==> src/rtl/cascade_sequencer_pkg.sv <==
// Shared types and constants for the INTA cascade sequencer.
// Holds the sequencer state encoding, the CALL opcode and the parameter defaults.
package cascade_pkg;

    localparam int CAS_W_DEF   = 3;
    localparam int TIMEOUT_DEF = 64;

    localparam logic [7:0] CALL_OPCODE = 8'hCD;

    typedef enum logic [2:0] {
        ST_IDLE,
        ST_PULSE1,
        ST_WAIT2,
        ST_PULSE2,
        ST_WAIT3,
        ST_PULSE3
    } seq_state_e;

    // Low byte of the 8080 CALL target: A7..A5 from ICW1, then IR index, then 2'b00.
    function automatic logic [7:0] vec_8080(input logic [2:0] adr, input logic [2:0] ir);
        return {adr, ir, 2'b00};
    endfunction

endpackage

==> src/rtl/cascade_sequencer_sync2.sv <==
// Width-parametrised two-flop synchroniser with a selectable reset value.
module sync2 #(
    parameter int             W       = 1,
    parameter logic [W-1:0]   RST_VAL = '1
) (
    input  logic         clk,
    input  logic         rst_n,
    input  logic [W-1:0] d,
    output logic [W-1:0] q
);

    logic [W-1:0] meta_q;
    logic [W-1:0] sync_q;

    always_ff @(posedge clk or negedge rst_n) begin
        if (!rst_n) begin
            meta_q <= RST_VAL;
            sync_q <= RST_VAL;
        end else begin
            meta_q <= d;
            sync_q <= meta_q;
        end
    end

    assign q = sync_q;

endmodule

==> src/rtl/cascade_sequencer.sv <==
// 8259-style INTA cascade sequencer: tracks acknowledge pulses, drives the cascade bus and vector bytes.
// Optional WAIT-state watchdog enabled by defining CASCADE_SEQ_TIMEOUT_EN.
module cascade_sequencer
    import cascade_pkg::*;
#(
    parameter  int CAS_W   = CAS_W_DEF,
    parameter  int TIMEOUT = TIMEOUT_DEF,
    localparam int N_IR    = 2 ** CAS_W
) (
    input  logic              CLK,
    input  logic              RST_N,
    input  logic              INTA_N,
    input  logic              SP_EN,
    input  logic              SNGL,
    input  logic              UPM,
    input  logic [N_IR-1:0]   ICW3,
    input  logic [7:0]        ICW2,
    input  logic [2:0]        ICW1_ADR,
    input  logic              IR_VALID,
    input  logic [CAS_W-1:0]  IR_ID,
    input  logic [CAS_W-1:0]  CAS_IN,
    output logic [CAS_W-1:0]  CAS_OUT,
    output logic              CAS_OE,
    output logic [7:0]        DOUT,
    output logic              DOUT_EN,
    output logic              INTA_DONE,
    output logic              SEQ_ERR
);

    if (CAS_W < 1 || CAS_W > 3) begin : g_bad_cas_w
        $error("cascade_sequencer: CAS_W must be in 1..3");
    end
    if (TIMEOUT < 2) begin : g_bad_timeout
        $error("cascade_sequencer: TIMEOUT must be at least 2");
    end

    logic             inta_s;
    logic [CAS_W-1:0] cas_s;

    sync2 #(.W(1), .RST_VAL(1'b1)) u_sync_inta (
        .clk   (CLK),
        .rst_n (RST_N),
        .d     (INTA_N),
        .q     (inta_s)
    );

    sync2 #(.W(CAS_W), .RST_VAL({CAS_W{1'b1}})) u_sync_cas (
        .clk   (CLK),
        .rst_n (RST_N),
        .d     (CAS_IN),
        .q     (cas_s)
    );

    seq_state_e       state_q, state_d;
    logic             inta_prev_q;
    logic [CAS_W-1:0] cur_ir_q, cur_ir_d;
    logic             cur_vld_q, cur_vld_d;
    logic             upm_q, upm_d;
    logic             claim_q, claim_d;
    logic [CAS_W-1:0] cas_out_q, cas_out_d;
    logic             cas_oe_q, cas_oe_d;
    logic [7:0]       dout_q, dout_d;
    logic             dout_en_q, dout_en_d;
    logic             inta_done_q, inta_done_d;

    logic             lead_edge;
    logic             trail_edge;
    logic             final_edge;
    logic             cascaded;
    logic             owner;
    logic [7:0]       vec_8086;
    logic             tmo_hit;

    assign lead_edge  = inta_prev_q & ~inta_s;
    assign trail_edge = ~inta_prev_q & inta_s;

`ifdef CASCADE_SEQ_TIMEOUT_EN
    localparam int TMO_W = $clog2(TIMEOUT + 1);

    logic [TMO_W-1:0] tmo_q, tmo_d;
    logic             seq_err_q, seq_err_d;
    logic             in_wait;

    always_comb begin
        in_wait   = (state_q == ST_WAIT2) || (state_q == ST_WAIT3);
        tmo_hit   = in_wait && (tmo_q == TMO_W'(TIMEOUT - 1));
        tmo_d     = (in_wait && !tmo_hit) ? tmo_q + 1'b1 : '0;
        // A leading edge arriving in the expiry cycle still wins.
        seq_err_d = tmo_hit && !lead_edge;
    end

    always_ff @(posedge CLK or negedge RST_N) begin
        if (!RST_N) begin
            tmo_q     <= '0;
            seq_err_q <= 1'b0;
        end else begin
            tmo_q     <= tmo_d;
            seq_err_q <= seq_err_d;
        end
    end

    assign SEQ_ERR = seq_err_q;
`else
    assign tmo_hit = 1'b0;
    assign SEQ_ERR = 1'b0;
`endif

    always_comb begin
        state_d    = state_q;
        cur_ir_d   = cur_ir_q;
        cur_vld_d  = cur_vld_q;
        upm_d      = upm_q;
        claim_d    = claim_q;
        final_edge = 1'b0;

        unique case (state_q)
            ST_IDLE: begin
                if (lead_edge) begin
                    state_d   = ST_PULSE1;
                    cur_vld_d = IR_VALID;
                    cur_ir_d  = IR_VALID ? IR_ID : CAS_W'(N_IR - 1);
                    upm_d     = UPM;
                    claim_d   = 1'b0;
                end
            end
            ST_PULSE1: begin
                if (trail_edge) begin
                    state_d = ST_WAIT2;
                    claim_d = !SP_EN && !SNGL && (cas_s == ICW3[CAS_W-1:0]);
                end
            end
            ST_WAIT2: begin
                if (lead_edge) begin
                    state_d = ST_PULSE2;
                end else if (tmo_hit) begin
                    state_d = ST_IDLE;
                end
            end
            ST_PULSE2: begin
                if (trail_edge) begin
                    if (upm_q) begin
                        state_d    = ST_IDLE;
                        final_edge = 1'b1;
                    end else begin
                        state_d = ST_WAIT3;
                    end
                end
            end
            ST_WAIT3: begin
                if (lead_edge) begin
                    state_d = ST_PULSE3;
                end else if (tmo_hit) begin
                    state_d = ST_IDLE;
                end
            end
            ST_PULSE3: begin
                if (trail_edge) begin
                    state_d    = ST_IDLE;
                    final_edge = 1'b1;
                end
            end
            default: state_d = ST_IDLE;
        endcase

        // Outputs are registered from next-state values so they land with the state change.
        cascaded = SP_EN && !SNGL && cur_vld_d && ICW3[cur_ir_d];
        owner    = SNGL || (SP_EN && !(cur_vld_d && ICW3[cur_ir_d])) || (!SP_EN && claim_d);

        cas_oe_d  = cascaded && (state_d != ST_IDLE);
        cas_out_d = cas_oe_d ? cur_ir_d : '0;

        vec_8086                = ICW2;
        vec_8086[CAS_W-1:0]     = cur_ir_d;

        dout_d    = 8'h00;
        dout_en_d = 1'b0;
        case (state_d)
            ST_PULSE1: begin
                if (!upm_d && (SP_EN || SNGL)) begin
                    dout_en_d = 1'b1;
                    dout_d    = CALL_OPCODE;
                end
            end
            ST_PULSE2: begin
                if (owner) begin
                    dout_en_d = 1'b1;
                    dout_d    = upm_d ? vec_8086 : vec_8080(ICW1_ADR, 3'(cur_ir_d));
                end
            end
            ST_PULSE3: begin
                if (owner) begin
                    dout_en_d = 1'b1;
                    dout_d    = ICW2;
                end
            end
            default: ;
        endcase

        inta_done_d = final_edge && owner;
    end

    always_ff @(posedge CLK or negedge RST_N) begin
        if (!RST_N) begin
            state_q     <= ST_IDLE;
            inta_prev_q <= 1'b1;
            cur_ir_q    <= '0;
            cur_vld_q   <= 1'b0;
            upm_q       <= 1'b0;
            claim_q     <= 1'b0;
            cas_out_q   <= '0;
            cas_oe_q    <= 1'b0;
            dout_q      <= 8'h00;
            dout_en_q   <= 1'b0;
            inta_done_q <= 1'b0;
        end else begin
            state_q     <= state_d;
            inta_prev_q <= inta_s;
            cur_ir_q    <= cur_ir_d;
            cur_vld_q   <= cur_vld_d;
            upm_q       <= upm_d;
            claim_q     <= claim_d;
            cas_out_q   <= cas_out_d;
            cas_oe_q    <= cas_oe_d;
            dout_q      <= dout_d;
            dout_en_q   <= dout_en_d;
            inta_done_q <= inta_done_d;
        end
    end

    assign CAS_OUT   = cas_out_q;
    assign CAS_OE    = cas_oe_q;
    assign DOUT      = dout_q;
    assign DOUT_EN   = dout_en_q;
    assign INTA_DONE = inta_done_q;

endmodule

==> config.mk <==
export PLATFORM = sky130hd
export DESIGN_NAME = cascade_sequencer
export DESIGN_NICKNAME = d
export VERILOG_FILES = /design/src/rtl/cascade_sequencer_pkg.sv /design/src/rtl/cascade_sequencer_sync2.sv /design/src/rtl/cascade_sequencer.sv
export SDC_FILE = /design/constraint.sdc
export NUM_CORES = 1
export LEC_CHECK = 0
export CORE_ASPECT_RATIO = 1.4
export CORE_MARGIN = 2
export CORE_UTILIZATION = 50
export CTS_CLUSTER_SIZE = 16
export DETAILED_ROUTE_END_ITERATION = 8
export GPL_ROUTABILITY_DRIVEN = 1
export GPL_TIMING_DRIVEN = 0
export PLACE_DENSITY = 0.86
export REMOVE_ABC_BUFFERS = 1
export SLEW_MARGIN = 10
export SYNTH_ARGS = -nofsm -noshare
export SYNTH_HDL_FRONTEND = slang
export SYNTH_SLANG_ARGS = --single-unit
==> constraint.sdc <==
create_clock -name CLK -period 3.9 [get_ports CLK]
set_input_delay 0.975 -clock CLK [delete_from_list [all_inputs] [get_ports CLK]]
set_output_delay 0.975 -clock CLK [all_outputs]
set_load 0.05 [all_outputs]
==> results of run 1 <==
==> layout by cell type (no fill, tap or decap), drive strengths merged, types with 3 or more instances in the layout <==
master | synthesis | layout
nor2b | 5 | 5
o21ai | 6 | 6
dfrtp | 23 | 23
nand2b | 3 | 3
nor3b | 3 | 3
nand3 | 3 | 3
inv | 7 | 7
mux2i | 5 | 5
a21oi | 10 | 10
o31ai | 9 | 9
nor3 | 8 | 8
clkbuf | 4 | 8
nand2 | 16 | 16
dfstp | 9 | 9
nor2 | 10 | 10
clkdlybuf4s50 | 0 | 44
a31oi | 3 | 3
==> power by group through the flow <==
stage          clock (uW)  sequential [uW]  combinational [uW]
2_1_floorplan           0              617                 246
3_3_place_gp            0              501                 547
3_5_place_dp            0              503                 560
4_1_cts               285              498                 564
5_1_grt               300              512                 606
6_report              280              500                 565
==> worst max-delay path, delay by kind of cell <==
| kind | cells | cell delay (ps) |
|---|---|---|
| simple gates | 3 | 760 |
| buf+inv | 2 | 630 |
| compound gates | 2 | 600 |
==> state kept, by name, indices dropped and copies added, names as in the netlist, 3 cells and up <==
| register | cells |
|---|---|
| CAS_OUT | 3 |
| DOUT | 8 |
| cur_ir_q | 3 |
| state_q | 3 |
| u_sync_cas.meta_q | 3 |
| u_sync_cas.q | 3 |
==> logic make-up (layout without fill, tap and decap cells) <==
logic type,Yosys count,count (layout),share of synthesized area [%]
other,1,1,0.236
and+or+nand+nor,60,60,20.8
buffers and inverters,13,60,3.79
DFF,32,32,51.2
xor gates and xnor gates,4,4,2.21
AOI/OAI and AO/OA,41,41,17.2
muxes,7,7,4.57
==> metrics by stage <==
stage	power (uW)	instances	hold slack, ps	util [%]	area (um2)
after CTS	1350	244	361	70.1	2150
after floorplan	863	152	345	-	1550
after global placement	1050	236	346	67.0	2050
after detailed placement	1060	236	351	66.8	2050
final	1350	244	358	70.1	2150
after global routing	1420	244	362	70.1	2150
==> how the worst min path moves through the flow <==
stage / endpoint / slack [ps] / cells past startpoint
after global placement: u_sync_inta.q / 350 / 0
final: u_sync_cas.q[2] / 360 / 0
after global routing: u_sync_cas.q[2] / 360 / 0
after floorplan: u_sync_cas.q[0] / 350 / 0
after detailed placement: u_sync_inta.q / 350 / 0
after CTS: u_sync_inta.q / 360 / 0
==> area by class of cell <==
cell class,count,area (um2),share of cell area (%)
Clock buffer,8,100,4.66
Timing Repair Buffer,45,445,20.7
Sequential cell,32,812,37.8
Multi-Input combinational cell,113,714,33.3
Tap cell,39,48.8,2.27
Inverter,7,26.3,1.22
==> synthesized netlist by cell type, types with 2 or more instances <==
library cell / number / area share, %
dfrtp_1: 23 / 36
nand2_1: 16 / 3.8
a21oi_1: 10 / 3.2
dfstp_2: 9 / 15
nor2_1: 9 / 2.1
o31ai_1: 9 / 4.3
nor3_1: 8 / 2.5
inv_1: 6 / 1.4
mux2i_1: 5 / 3.2
nor2b_1: 5 / 2.0
o21ai_0: 5 / 1.6
clkbuf_1: 4 / 0.95
a31oi_1: 3 / 1.2
nand2b_1: 3 / 1.2
nand3_1: 3 / 0.95
nor3b_1: 3 / 1.4
a211oi_1: 2 / 0.95
a22oi_1: 2 / 0.95
and4_1: 2 / 1.1
mux2_2: 2 / 1.4
nand4_1: 2 / 0.79
xnor2_1: 2 / 1.1
xor2_1: 2 / 1.1
==> routing by layer <==
| metal | part of all wire [%] | GRT usage, % | vias to the layer above |
|---|---|---|---|
| li1 | - | - | 663 |
| met1 | 36 | 24.8 | 676 |
| met2 | 54 | 42.6 | 74 |
| met3 | 7.1 | 7.81 | 11 |
| met4 | 2.4 | 14.3 | 0 |
| met5 | 0 | 0 | - |
==> impl_metrics.yaml, run 1 <==
power:
  p_int_uw: 793
  peakVddDrop_uv: 421
  switching_share_pct: 41.1
  p_switching_uw: 553
  power_frac_clock_pct: 20.8
  p_leak_uw: 0.000885
  power_density_mw_per_mm2: 627
  combPwrFrac_pct: 42.0
  p_seq_share_pct: 37.2
sta:
  clock.fmax_ghz: 0.359
  period_share_pct: 71.4
  tightest_slew_ps: 735
  setup_violations: 0
  finalWorstSetupSlack_ps: 1120
  hold_violations: 0
  rsz0062_at_grt: "no"
  relSlewSlack_pct: 50.9
  min_period_ps: 2780
  drv_slew: 0
  worst_clock_skew_ps: 10.4
  fin_setup_tns_ps: 0
floorplan:
  die_y_um: 70.7
  initial_core_util_pct: 51.8
  core_mm2: 0.00306
  die_w_um: 51.6
  ioPinCount: 47
  rows: 24
  die_area_mm2: 0.00365
detailed_routing:
  drc: 0
  antenna_left: 0
  wire_per_inst_um: 16.3
  routed_wl_mm: 3.98
  vias: 1424
  drt_iter0_markers: 18
  first_pass_iters: 5
  vias_per_cell: 5.84
logic_synthesis:
  yosys_warnings: 0
  synth_area_per_cell_um2: 10.0
  ys_types: 46
  async_reset_ff_share_pct: 100
  syn_area_mm2: 0.00159
  synth_cells: 158
  ys_seq_elements: 32
  ys_seq_area_share_pct: 51.2
  synth_edf_count: 0
  synth-main-ff-cell: "dfrtp_1"
placement:
  io_buffers: 45
  gp_congestion: 0.907
  place_worst_setup_slack_ps: 849
  dp_hpwl_mm: 2.96
clock_tree:
  hold_buffers: 0
  clockRootBuffer: "clkbuf_8"
  ctsHtreeMaxLevel: 2
  insertion_delay_ps: 290
  cts_setup_buffers: 0
  cts_tree: "yes"
  clock_path_buffers: 2
  cts_buffers: 5
  clkTransAtPathRegs_ps: 60
  cts.sinks: 32
  post_cts_resized: 0
grt:
  grt.total_usage_pct: 24.5
  grt_max_degree: 33
  antenna_found_initial: 0
  grt_pass1_vias: 1450
  grt_pass1_wl_mm: 6.49
  grt_overflow: 0
setup_path:
  r2r_start: "state_q[2]"
  arrival_ps: 2970
  worstRegToRegCells: 7
  required_ps: 4080
  endpoint: "DOUT[0]"
  crit_chain: "clkdlybuf4s50_1 > nor4b_2 > or2_2 > inv_2 > a211o_1 > and4_1 > o31ai_1"
  crit_type: "in -> reg"
  critPathMaxFanout: 9
  reg2reg_slack_ps: 1450
  max_stage_delay_ps: 590
  crit_start: "IR_VALID"
  crit_path_top_delay_cell: "clkdlybuf4s50_1"
  start_kind: "input port"
  timing.rr.end: "DOUT[0]"
  endpoint_kind: "flop"
final_layout:
  areaGrowthSynthToFinish_pct: 35.3
  fill_cells: 252
  drive_above_1_share_pct: 12.2
  num-nets-final: 236
  n_antenna_cell: 0
hold_path:
  hold_start: "u_sync_cas.meta_q[2]"
  min_path_type: "reg -> reg"
run:
  maxCapViolCount: 0
outcome:
  status: "completed"
No activity file was read; power rests on OpenSTA's default activity.
==> run 2, diff against run 1 <==
--- a/config.mk
+++ b/config.mk
@@ -7,12 +7,12 @@
 export LEC_CHECK = 0
 export CORE_ASPECT_RATIO = 1.4
 export CORE_MARGIN = 2
-export CORE_UTILIZATION = 50
+export CORE_UTILIZATION = 42
 export CTS_CLUSTER_SIZE = 16
 export DETAILED_ROUTE_END_ITERATION = 8
 export GPL_ROUTABILITY_DRIVEN = 1
 export GPL_TIMING_DRIVEN = 0
-export PLACE_DENSITY = 0.86
+export PLACE_DENSITY = 0.77
 export REMOVE_ABC_BUFFERS = 1
 export SLEW_MARGIN = 10
 export SYNTH_ARGS = -nofsm -noshare
==> constraint.sdc (replaced) <==
create_clock -name CLK -period 2.38 [get_ports CLK]
set_input_delay 0.595 -clock CLK [delete_from_list [all_inputs] [get_ports CLK]]
set_output_delay 0.595 -clock CLK [all_outputs]
set_load 0.05 [all_outputs]
==> run 2 against run 1 <==
Effect of this change: combinational power grew 74%; register-to-register slack worse by 1300 ps; clock power increased by 41%; global-route usage shrank 4.9 points; largest power group unchanged; highest routed layer unchanged.
==> impl_metrics.yaml, run 2 (synthesis gave the netlist of run 1 again) <==
floorplan:
  core_mm2: 0.00364
  rows: 26
  ioPinCount: 47
  die_area_mm2: 0.00429
  initial_core_util_pct: 43.5
  die_w_um: 55.9
  die_y_um: 76.7
power:
  p_leak_uw: 0.000918
  peakVddDrop_uv: 677
  power_density_mw_per_mm2: 1000
setup_path:
  required_ps: 2560
  worstRegToRegCells: 7
  crit_chain: "or3_4 > nor4b_4 > or2_4 > inv_2 > a211o_1 > and4_2 > o31ai_1"
  reg2reg_slack_ps: 100
  crit_type: "reg -> reg"
  crit_path_top_delay_cell: "dfrtp_2"
  arrival_ps: 2460
  start_kind: "flop"
  max_stage_delay_ps: 450
  endpoint_kind: "flop"
  critPathMaxFanout: 9
clock_tree:
  cts_buffers: 5
  cts.sinks: 32
  clockRootBuffer: "clkbuf_8"
  clock_path_buffers: 2
  clkTransAtPathRegs_ps: 70
  hold_buffers: 0
  insertion_delay_ps: 280
  cts_tree: "yes"
  ctsHtreeMaxLevel: 2
sta:
  hold_violations: 0
  min_period_ps: 2280
  worst_clock_skew_ps: 6.79
  tightest_slew_ps: 783
  fin_setup_tns_ps: 0
  drv_slew: 0
  period_share_pct: 95.8
  setup_violations: 0
  clock.fmax_ghz: 0.439
  relSlewSlack_pct: 47.7
grt:
  grt_max_degree: 33
  grt_pass1_vias: 1405
  antenna_found_initial: 0
  grt.total_usage_pct: 19.5
  grt_pass1_wl_mm: 6.51
  grt_overflow: 0
placement:
  gp_congestion: 0.847
  io_buffers: 45
  dp_hpwl_mm: 2.99
final_layout:
  n_antenna_cell: 0
  drive_above_1_share_pct: 14.8
  largest_reg_flops: 8
  final_common_cell: "clkdlybuf4s50_1"
  areaGrowthSynthToFinish_pct: 37.9
  num-nets-final: 240
  fin_util_pct: 60.0
  final_cell_mix: "clkdlybuf4s50_1 (42), dfrtp_1 (21), nand2_1 (16)"
detailed_routing:
  routed_wl_mm: 4.06
  vias: 1422
  drt_iter0_markers: 40
  drc: 0
  first_pass_iters: 4
  wire_per_inst_um: 16.2
  vias_per_cell: 5.67
  antenna_left: 0
run:
  maxCapViolCount: 0
outcome:
  status: "completed"
hold_path:
  min_path_type: "in -> async"
run 2: cell count changes in the layout (fill, tap and decap cells not counted), sizes merged:
cell           before  now
clkinv              0    1
clkdlybuf4s50      44   42
dlymetal6s2s        0    2
clkbuf              8    7
buf                 1    5
run 2: worst paths after layout:
check / start / to
setup / recovery: state_q[2] / DOUT[0]
setup reg to reg: state_q[2] / DOUT[0]
max in group asynchronous: RST_N / state_q[2]
hold / removal: RST_N / CAS_OUT[2]
hold reg to reg: u_sync_inta.meta_q / u_sync_inta.q
min in group CLK: u_sync_inta.meta_q / u_sync_inta.q
run 2: layout make-up:
type                       count  area (um2)
fill                         331        1460
sequential                    32         815
multi-input combinational    113         732
timing repair buffer          49         480
clock buffer                   7        76.3
tap                           42        52.6
inverter                       7        26.3
clock inverter                 1        5.00
run 2: worst max-delay path, delay by kind of cell (launching register included):
kind | cells | cell delay [ps]
and+or+nand+nor | 4 | 1140
AOI/OAI and AO/OA | 2 | 540
DFF | 1 | 450
buffers and inverters | 1 | 40
run 2: what timing repair did:
item | 4_1_cts | 5_1_grt
gates resized for setup | 2 | 6
buffers inserted | 0 | 4
endpoints found under the setup margin | 5 | 9
pin swaps | 0 | 0
run 2: through the flow:
stage	total power [uW]	cell area (um2)	worst slack, ps	instances	hold slack (ps)
2_1_floorplan	1410	1550	253	152	299
3_3_place_gp	1730	2060	-245	239	346
3_5_place_dp	1750	2050	-251	239	347
4_1_cts	2160	2130	9.89	247	356
5_1_grt	2320	2190	-0.520	251	359
6_report	2200	2190	100	251	346
run 2: where the power goes:
group | internal [uW] | total, uW | leakage [uW] | switching [uW]
registers | 677 | 818 | 0.000388 | 141
clock network | 205 | 395 | 0.0000422 | 191
logic | 396 | 984 | 0.000487 | 588
run 2: per-layer routing:
metal  vias up  GRT usage, %  part of all wire [%]
met2        62          33.9                    50
met1       677          22.9                    41
met5         -             0                     0
li1        674             -                     -
met4         0          7.86                   2.1
met3         9          4.72                   6.4
